[src/rtl/matrix_mult_par_pkg.sv]
// Shared types and helpers for the parallel matrix multiplier: controller states,
// accumulator sizing and the output range-check / clamp used at write-back.
package matrix_pkg;

  typedef enum logic [1:0] {
    ST_IDLE  = 2'd0,
    ST_CALC  = 2'd1,
    ST_WRITE = 2'd2
  } state_t;

  // Widest accumulator the helpers accept; callers extend their value to this width.
  localparam int MAX_W = 64;
  localparam logic [MAX_W-1:0] ONE_W = {{(MAX_W-1){1'b0}}, 1'b1};

  function automatic int acc_width(input int data_w, input int n);
    return 2 * data_w + $clog2(n);
  endfunction

  // True when the (already sign/zero-extended) value does not fit out_w bits.
  function automatic logic range_ovf(input logic [MAX_W-1:0] acc,
                                     input int               out_w,
                                     input logic             is_signed);
    logic [MAX_W-1:0] mask_s;
    logic [MAX_W-1:0] mask_u;
    logic             ovf;
    mask_s = ~((ONE_W << (out_w - 1)) - ONE_W);
    mask_u = ~((ONE_W << out_w) - ONE_W);
    if (is_signed) begin
      ovf = ((acc & mask_s) != '0) && ((acc & mask_s) != mask_s);
    end else begin
      ovf = ((acc & mask_u) != '0);
    end
    return ovf;
  endfunction

  // Returns the value to store; only the low out_w bits are meaningful.
  function automatic logic [MAX_W-1:0] clamp_value(input logic [MAX_W-1:0] acc,
                                                   input int               out_w,
                                                   input logic             is_signed,
                                                   input logic             sat);
    logic [MAX_W-1:0] mask_s;
    logic [MAX_W-1:0] lim;
    mask_s = ~((ONE_W << (out_w - 1)) - ONE_W);
    if (is_signed) begin
      lim = acc[MAX_W-1] ? mask_s : ~mask_s;
    end else begin
      lim = (ONE_W << out_w) - ONE_W;
    end
    if (sat && range_ovf(acc, out_w, is_signed)) begin
      return lim;
    end else begin
      return acc;
    end
  endfunction

endpackage

[src/rtl/matrix_mult_par_if.sv]
// Operand/result bundle of the matrix multiplier; the requester uses master, the multiplier slave.
interface matrix_mult_par_if #(
  parameter int N      = 3,
  parameter int DATA_W = 8,
  parameter int OUT_W  = 8
);

  logic [N*N*DATA_W-1:0] A;
  logic [N*N*DATA_W-1:0] B;
  logic                  Load;
  logic [N*N*OUT_W-1:0]  Out;
  logic [N*N-1:0]        Ovf;
  logic                  Done;

  modport master (
    output A, B, Load,
    input  Out, Ovf, Done
  );

  modport slave (
    input  A, B, Load,
    output Out, Ovf, Done
  );

endinterface

[src/rtl/matrix_mult_par_mac_cell.sv]
// One multiply-accumulate cell: DATA_W x DATA_W product added into an ACC_W accumulator.
module mac_cell
  import matrix_pkg::*;
#(
  parameter int DATA_W = 8,
  parameter int ACC_W  = 18,
  parameter int SIGNED = 0
) (
  input  logic              clk,
  input  logic              Reset,
  input  logic              clr,
  input  logic              en,
  input  logic [DATA_W-1:0] a,
  input  logic [DATA_W-1:0] b,
  output logic [ACC_W-1:0]  acc
);

  logic [2*DATA_W-1:0] a_ext_s;
  logic [2*DATA_W-1:0] b_ext_s;
  logic [2*DATA_W-1:0] prod_s;
  logic [ACC_W-1:0]    prod_ext_s;
  logic [ACC_W-1:0]    acc_r;

  // Operands are extended to the full product width so the low 2*DATA_W bits are exact in both modes.
  always_comb begin
    if (SIGNED != 0) begin
      a_ext_s = {{DATA_W{a[DATA_W-1]}}, a};
      b_ext_s = {{DATA_W{b[DATA_W-1]}}, b};
    end else begin
      a_ext_s = {{DATA_W{1'b0}}, a};
      b_ext_s = {{DATA_W{1'b0}}, b};
    end
    prod_s     = a_ext_s * b_ext_s;
    prod_ext_s = {{(ACC_W-2*DATA_W){(SIGNED != 0) & prod_s[2*DATA_W-1]}}, prod_s};
  end

  // Accumulator register.
  always_ff @(posedge clk) begin
    if (Reset) begin
      acc_r <= '0;
    end else if (clr) begin
      acc_r <= '0;
    end else if (en) begin
      acc_r <= acc_r + prod_ext_s;
    end else begin
      acc_r <= acc_r;
    end
  end

  assign acc = acc_r;

endmodule

[src/rtl/matrix_mult_par.sv]
// N x N matrix multiplier: latches A/B on Load, runs N accumulate steps in N*N parallel
// cells, then registers the wrapped or saturated result with per-element overflow flags.
module matrix_mult_par
  import matrix_pkg::*;
#(
  parameter int N      = 3,
  parameter int DATA_W = 8,
  parameter int OUT_W  = 8,
  parameter int SIGNED = 0,
  parameter int SAT    = 0
) (
  input  logic             clk,
  input  logic             Reset,
  matrix_mult_par_if.slave bus
);

  localparam int ACC_W = acc_width(DATA_W, N);
  localparam int K_W   = $clog2(N);

  state_t                state_r;
  state_t                state_nxt_s;
  logic [K_W-1:0]        k_r;
  logic                  clr_s;
  logic                  en_s;
  logic [N*N*DATA_W-1:0] a_r;
  logic [N*N*DATA_W-1:0] b_r;
  logic [N*N*OUT_W-1:0]  out_nxt_s;
  logic [N*N-1:0]        ovf_nxt_s;
  logic [N*N*OUT_W-1:0]  out_r;
  logic [N*N-1:0]        ovf_r;

  // State register.
  always_ff @(posedge clk) begin
    if (Reset) begin
      state_r <= ST_IDLE;
    end else begin
      state_r <= state_nxt_s;
    end
  end

  // Next-state decode and per-cycle cell controls.
  always_comb begin
    state_nxt_s = state_r;
    clr_s       = 1'b0;
    en_s        = 1'b0;
    case (state_r)
      ST_IDLE: begin
        if (bus.Load) begin
          state_nxt_s = ST_CALC;
          clr_s       = 1'b1;
        end else begin
          state_nxt_s = ST_IDLE;
        end
      end
      ST_CALC: begin
        en_s = 1'b1;
        if (k_r == K_W'(N - 1)) begin
          state_nxt_s = ST_WRITE;
        end else begin
          state_nxt_s = ST_CALC;
        end
      end
      ST_WRITE: begin
        state_nxt_s = ST_IDLE;
      end
      default: begin
        state_nxt_s = ST_IDLE;
      end
    endcase
  end

  // Step counter k.
  always_ff @(posedge clk) begin
    if (Reset) begin
      k_r <= '0;
    end else if (clr_s) begin
      k_r <= '0;
    end else if (en_s) begin
      k_r <= k_r + K_W'(1);
    end else begin
      k_r <= k_r;
    end
  end

  // Operand registers. Each CALC step shifts A left by one column and B up by one row, so
  // column 0 of A and row 0 of B always hold the k-th column/row; cells need no k mux.
  always_ff @(posedge clk) begin
    if (Reset) begin
      a_r <= '0;
      b_r <= '0;
    end else if (clr_s) begin
      a_r <= bus.A;
      b_r <= bus.B;
    end else if (en_s) begin
      a_r <= a_r >> DATA_W;
      b_r <= b_r >> (N * DATA_W);
    end else begin
      a_r <= a_r;
      b_r <= b_r;
    end
  end

  for (genvar gi = 0; gi < N; gi++) begin : g_row
    for (genvar gj = 0; gj < N; gj++) begin : g_col
      localparam int E = gi * N + gj;

      logic [ACC_W-1:0] acc_s;
      logic [MAX_W-1:0] acc_ext_s;

      mac_cell #(
        .DATA_W (DATA_W),
        .ACC_W  (ACC_W),
        .SIGNED (SIGNED)
      ) u_cell (
        .clk   (clk),
        .Reset (Reset),
        .clr   (clr_s),
        .en    (en_s),
        .a     (a_r[gi*N*DATA_W +: DATA_W]),
        .b     (b_r[gj*DATA_W +: DATA_W]),
        .acc   (acc_s)
      );

      // Extend to the helper width honouring signedness.
      always_comb begin
        if (SIGNED != 0) begin
          acc_ext_s = {{(MAX_W-ACC_W){acc_s[ACC_W-1]}}, acc_s};
        end else begin
          acc_ext_s = {{(MAX_W-ACC_W){1'b0}}, acc_s};
        end
      end

      assign out_nxt_s[E*OUT_W +: OUT_W] =
        OUT_W'(clamp_value(acc_ext_s, OUT_W, (SIGNED != 0), (SAT != 0)));
      assign ovf_nxt_s[E] = range_ovf(acc_ext_s, OUT_W, (SIGNED != 0));
    end
  end

  // Result registers, loaded only in WRITE and held otherwise.
  always_ff @(posedge clk) begin
    if (Reset) begin
      out_r <= '0;
      ovf_r <= '0;
    end else if (state_r == ST_WRITE) begin
      out_r <= out_nxt_s;
      ovf_r <= ovf_nxt_s;
    end else begin
      out_r <= out_r;
      ovf_r <= ovf_r;
    end
  end

  assign bus.Out  = out_r;
  assign bus.Ovf  = ovf_r;
  assign bus.Done = (state_r == ST_IDLE);

endmodule
[src/flat_wrapper.sv]
// flat-port wrapper written by rule: the top's interface ports become plain ports
module matrix_mult_par_flat import matrix_pkg::*;
#(
  parameter int N      = 3,
  parameter int DATA_W = 8,
  parameter int OUT_W  = 8,
  parameter int SIGNED = 0,
  parameter int SAT    = 0
)
  (clk, Reset, bus_A, bus_B, bus_Load, bus_Out, bus_Ovf, bus_Done);
  matrix_mult_par_if #(.N(N), .DATA_W(DATA_W), .OUT_W(OUT_W)) bus_i ();
  input  logic clk;
  input  logic Reset;
  input wire logic [$bits(bus_i.A)-1:0] bus_A;
  input wire logic [$bits(bus_i.B)-1:0] bus_B;
  input wire logic [$bits(bus_i.Load)-1:0] bus_Load;
  output wire logic [$bits(bus_i.Out)-1:0] bus_Out;
  output wire logic [$bits(bus_i.Ovf)-1:0] bus_Ovf;
  output wire logic [$bits(bus_i.Done)-1:0] bus_Done;
  assign bus_i.A = bus_A;
  assign bus_i.B = bus_B;
  assign bus_i.Load = bus_Load;
  assign bus_Out = bus_i.Out;
  assign bus_Ovf = bus_i.Ovf;
  assign bus_Done = bus_i.Done;
  matrix_mult_par #(.N(N), .DATA_W(DATA_W), .OUT_W(OUT_W), .SIGNED(SIGNED), .SAT(SAT)) u_core (.clk(clk), .Reset(Reset), .bus(bus_i));
endmodule
[config.mk]
export PLATFORM = sky130hd
export DESIGN_NAME = matrix_mult_par_flat
export DESIGN_NICKNAME = d
export VERILOG_FILES = /design/src/rtl/matrix_mult_par_pkg.sv /design/src/rtl/matrix_mult_par_if.sv /design/src/rtl/matrix_mult_par_mac_cell.sv /design/src/rtl/matrix_mult_par.sv /design/src/flat_wrapper.sv
export SDC_FILE = /design/constraint.sdc
export NUM_CORES = 2
export LEC_CHECK = 0
export CORE_AREA = 5 5 315 317
export DETAILED_ROUTE_END_ITERATION = 16
export DIE_AREA = 0 0 320 322
export SYNTH_ARGS = -nofsm -noshare
export SYNTH_HDL_FRONTEND = slang
export SYNTH_SLANG_ARGS = --single-unit
[constraint.sdc]
create_clock -name clk -period 5.65 [get_ports clk]
set_input_delay 1.4125 -clock clk [delete_from_list [all_inputs] [get_ports clk]]
set_output_delay 1.4125 -clock clk [all_outputs]
set_load 0.03 [all_outputs]
==> impl_metrics.env <==
export IMPL_finalPower_w=0.00786
export IMPL_finalCritPeriodShare_pct=92.7
export IMPL_synthArstFlopShare_pct=0
export IMPL_drive_gt1_share_pct=3.86
export IMPL_area_growth_pct=14.4
export IMPL_clkTransAtPathRegs_ns=0.06
export IMPL_final_cell_mix="inv_1 (878), nand2_1 (790), fa_1 (450), dfxtp_1 (391), a21oi_1 (379)"
export IMPL_worst_pin_slew_ns=1.34
export IMPL_synth_simple_area_share_pct=17.8
export IMPL_dieHeight_um=322
export IMPL_max_cap_violations=0
export IMPL_yosys_area_share_adder_pct=35.6
export IMPL_start_util_pct=39.6
export IMPL_synth_mux_area_fraction_pct=0.316
export IMPL_antenna_found_initial=8
export IMPL_critPathArrivalTime_ns=5.76
export IMPL_detail_route_iter0_violations=1916
export IMPL_clk_path_buf_depth=3
export IMPL_place_area_um2=41800
export IMPL_htreeDepth=2
export IMPL_cts_tree="done"
export IMPL_antenna_left=0
export IMPL_cts_num_sinks=391
export IMPL_wl_met3_um=9210
export IMPL_synth_xor_area_share_pct=1.45
export IMPL_synth_seq_cells=391
export IMPL_yosysWarnings=0
export IMPL_holdCritPathClass="register to register"
export IMPL_crit_path_end_kind="register"
export IMPL_grt_pass1_wl_um=175000
export IMPL_grt_max_degree=173
export IMPL_cp_required_ns=6.17
export IMPL_tns_ns=0
export IMPL_avgViaCountPerCell=5.13
export IMPL_fin_nets=5743
export IMPL_timing_fmax_mhz=191
export IMPL_route_detailed_wl_per_inst_um=17.9
export IMPL_worstSetupPathType="register to register"
export IMPL_finalInstanceArea_um2=43500
export IMPL_cts_root_buf="clkbuf_16"
export IMPL_setup_viol=0
export IMPL_start_kind="register"
export IMPL_grt_overflow=0
export IMPL_p_per_area_nw_per_um2=181
export IMPL_outcome="complete, no violations"
export IMPL_whs_path_depth=2
export IMPL_synth_flop_cell="dfxtp_1"
export IMPL_synth_nets=5626
export IMPL_wl_met2_um=45800
export IMPL_final_max_slew_viol_count=0
export IMPL_fin_worst_skew_ns=0.0674
export IMPL_finalHoldViolCount=0
export IMPL_ir_drop_v=0.000202
export IMPL_synth_compound_area_share_pct=13.1
export IMPL_drc=0
export IMPL_layout_commonest_cell="inv_1"
export IMPL_synth_edf_count=0
export IMPL_synth_distinct_cells=64
export IMPL_p_leak_nw=20.4
export IMPL_whs_ns=0.451
export IMPL_finalCriticalPeriod_ns=5.24
export IMPL_grt_usage_pct=21.1
export IMPL_route_top_layer_used="met5"
export IMPL_critical_path_max_fanout=21
export IMPL_grt_pass1_vias=30900
export IMPL_seq_area_frac_synth_pct=20.6
export IMPL_cts_resized=0
export IMPL_worst_skew_pair_late_latency_ns=0.65
export IMPL_slew_limit_headroom_pct=10.2
export IMPL_dr_pass1_iters=5
export IMPL_cts_setup_buffers=0
export IMPL_rsz0062_at_grt="no"
export IMPL_vias=31300
export IMPL_die_width_um=320
export IMPL_dpl_hpwl_um=80900
export IMPL_synth_top_family_by_area="adder cells"
export IMPL_port_buffers=228
export IMPL_routed_wl_um=110000
export IMPL_cts_made_buffers=50
export IMPL_routedLengthMet1_um=51600
export IMPL_synth_area_um2=38000
export IMPL_die_area_um2=103000
export IMPL_reg2reg_slack_ns=0.41
export IMPL_core_area_um2=96000
export IMPL_syn_area_per_cell_um2=8.15
export IMPL_ioPinCount=229
export IMPL_rows=114
export IMPL_r2r_cells=15
export IMPL_holdBufCountCts=0
export IMPL_syn_inst=4668
export IMPL_gpl_final_weighted_congestion=0.877
through the flow:
step / util (%) / setup slack (ns) / cells
after floorplan: - / 0.954 / 4668
after global placement: 43.6 / 0.542 / 6009
after detailed placement: 43.6 / 0.486 / 6009
after CTS: 45.3 / 0.407 / 6100
after global routing: 45.3 / 0.0998 / 6102
final: 45.3 / 0.413 / 6105
final cells by class:
| class | instances | area [µm²] |
|---|---|---|
| tap | 1276 | 1600 |
| clock inverter | 20 | 210 |
| clock buffer | 71 | 1470 |
| antenna | 5 | 12.5 |
| sequential | 391 | 7830 |
| inverter | 878 | 3300 |
| fill | 9556 | 52500 |
| timing repair buffer | 317 | 3100 |
| multi-input combinational | 3147 | 26000 |
critical path, cell delays in order, from the launching register on:
cell and delay [ns]:
dfxtp_1 0.94, nand2_1 0.19, fa_1 0.54, inv_1 0.05
fa_1 0.49, inv_1 0.05, fa_1 0.48, fa_1 0.49
inv_1 0.04, ha_1 0.34, o21a_1 0.15, o21a_1 0.23
o211a_1 0.26, o31a_1 0.29, or4_1 0.40, a21oi_1 0.15
worst paths after layout:
| path | end | start |
|---|---|---|
| max | u_core.g_row[1].g_col[1].u_cell.acc[17]$_SDFFE_PP0P_ | u_core.b_r[8]$_SDFFE_PP0P_ |
| min | u_core.a_r[22]$_SDFFE_PP0P_ | u_core.a_r[22]$_SDFFE_PP0P_ |
| max reg2reg | u_core.g_row[1].g_col[1].u_cell.acc[17]$_SDFFE_PP0P_ | u_core.b_r[8]$_SDFFE_PP0P_ |
| min reg2reg | u_core.a_r[22]$_SDFFE_PP0P_ | u_core.a_r[22]$_SDFFE_PP0P_ |
Yosys cell counts (8+ instances only):
cell	n	share of area [%]
clkbuf_1	231	2.3
nand2b_1	22	0.36
nor2b_1	10	0.16
o21ai_1	62	0.82
nor4_1	16	0.26
nor2_1	95	0.94
or4_1	13	0.26
o31ai_1	14	0.28
a21oi_1	379	5.0
fa_1	450	24
nand3_1	85	1.1
or3_1	10	0.16
o21a_1	30	0.59
a211oi_1	26	0.51
o21ai_0	39	0.51
a21o_1	51	1.0
ha_1	361	12
dfxtp_1	391	21
a31oi_1	10	0.16
and3_1	21	0.35
a311oi_1	10	0.23
a22oi_1	114	2.3
o31a_1	8	0.18
xor2_1	28	0.64
inv_1	878	8.7
nor3_1	31	0.41
xnor2_1	35	0.81
buf_1	19	0.19
o211ai_1	9	0.18
and2_1	326	5.4
nand2_1	790	7.8
mux2i_1	12	0.32
power by group:
group	total (W)	internal [W]	switching, W
sequential	0.00301	0.00286	0.000158
clock	0.00329	0.00191	0.00138
combinational	0.00155	0.000578	0.000970
total	0.00786	0.00534	0.00251
logic make-up (layout without fill, tap and decap cells):
group,Yosys count,after routing
compound gates,813,813
xor+xnor,63,63
fa+ha+maj,811,811
buf+inv,1130,1286
flops,391,391
mux,12,12
other cells,0,5
simple gates,1448,1448
per-layer routing:
metal | GRT usage, % | vias up
met3 | 5.25 | 139
met2 | 31.1 | 854
met4 | 5.24 | 6
met5 | 0 | -
li1 | - | 15000
met1 | 31.1 | 15400
state kept, by name, indices dropped and copies added, names as in the netlist:
register                       cells
u_core.g_row.g_col.u_cell.acc    162
u_core.a_r                        72
u_core.b_r                        72
u_core.bus.Out                    72
u_core.bus.Ovf                     9
u_core.k_r                         2
u_core.state_r                     2
Note: power is estimated with default switching activity, not from simulation.
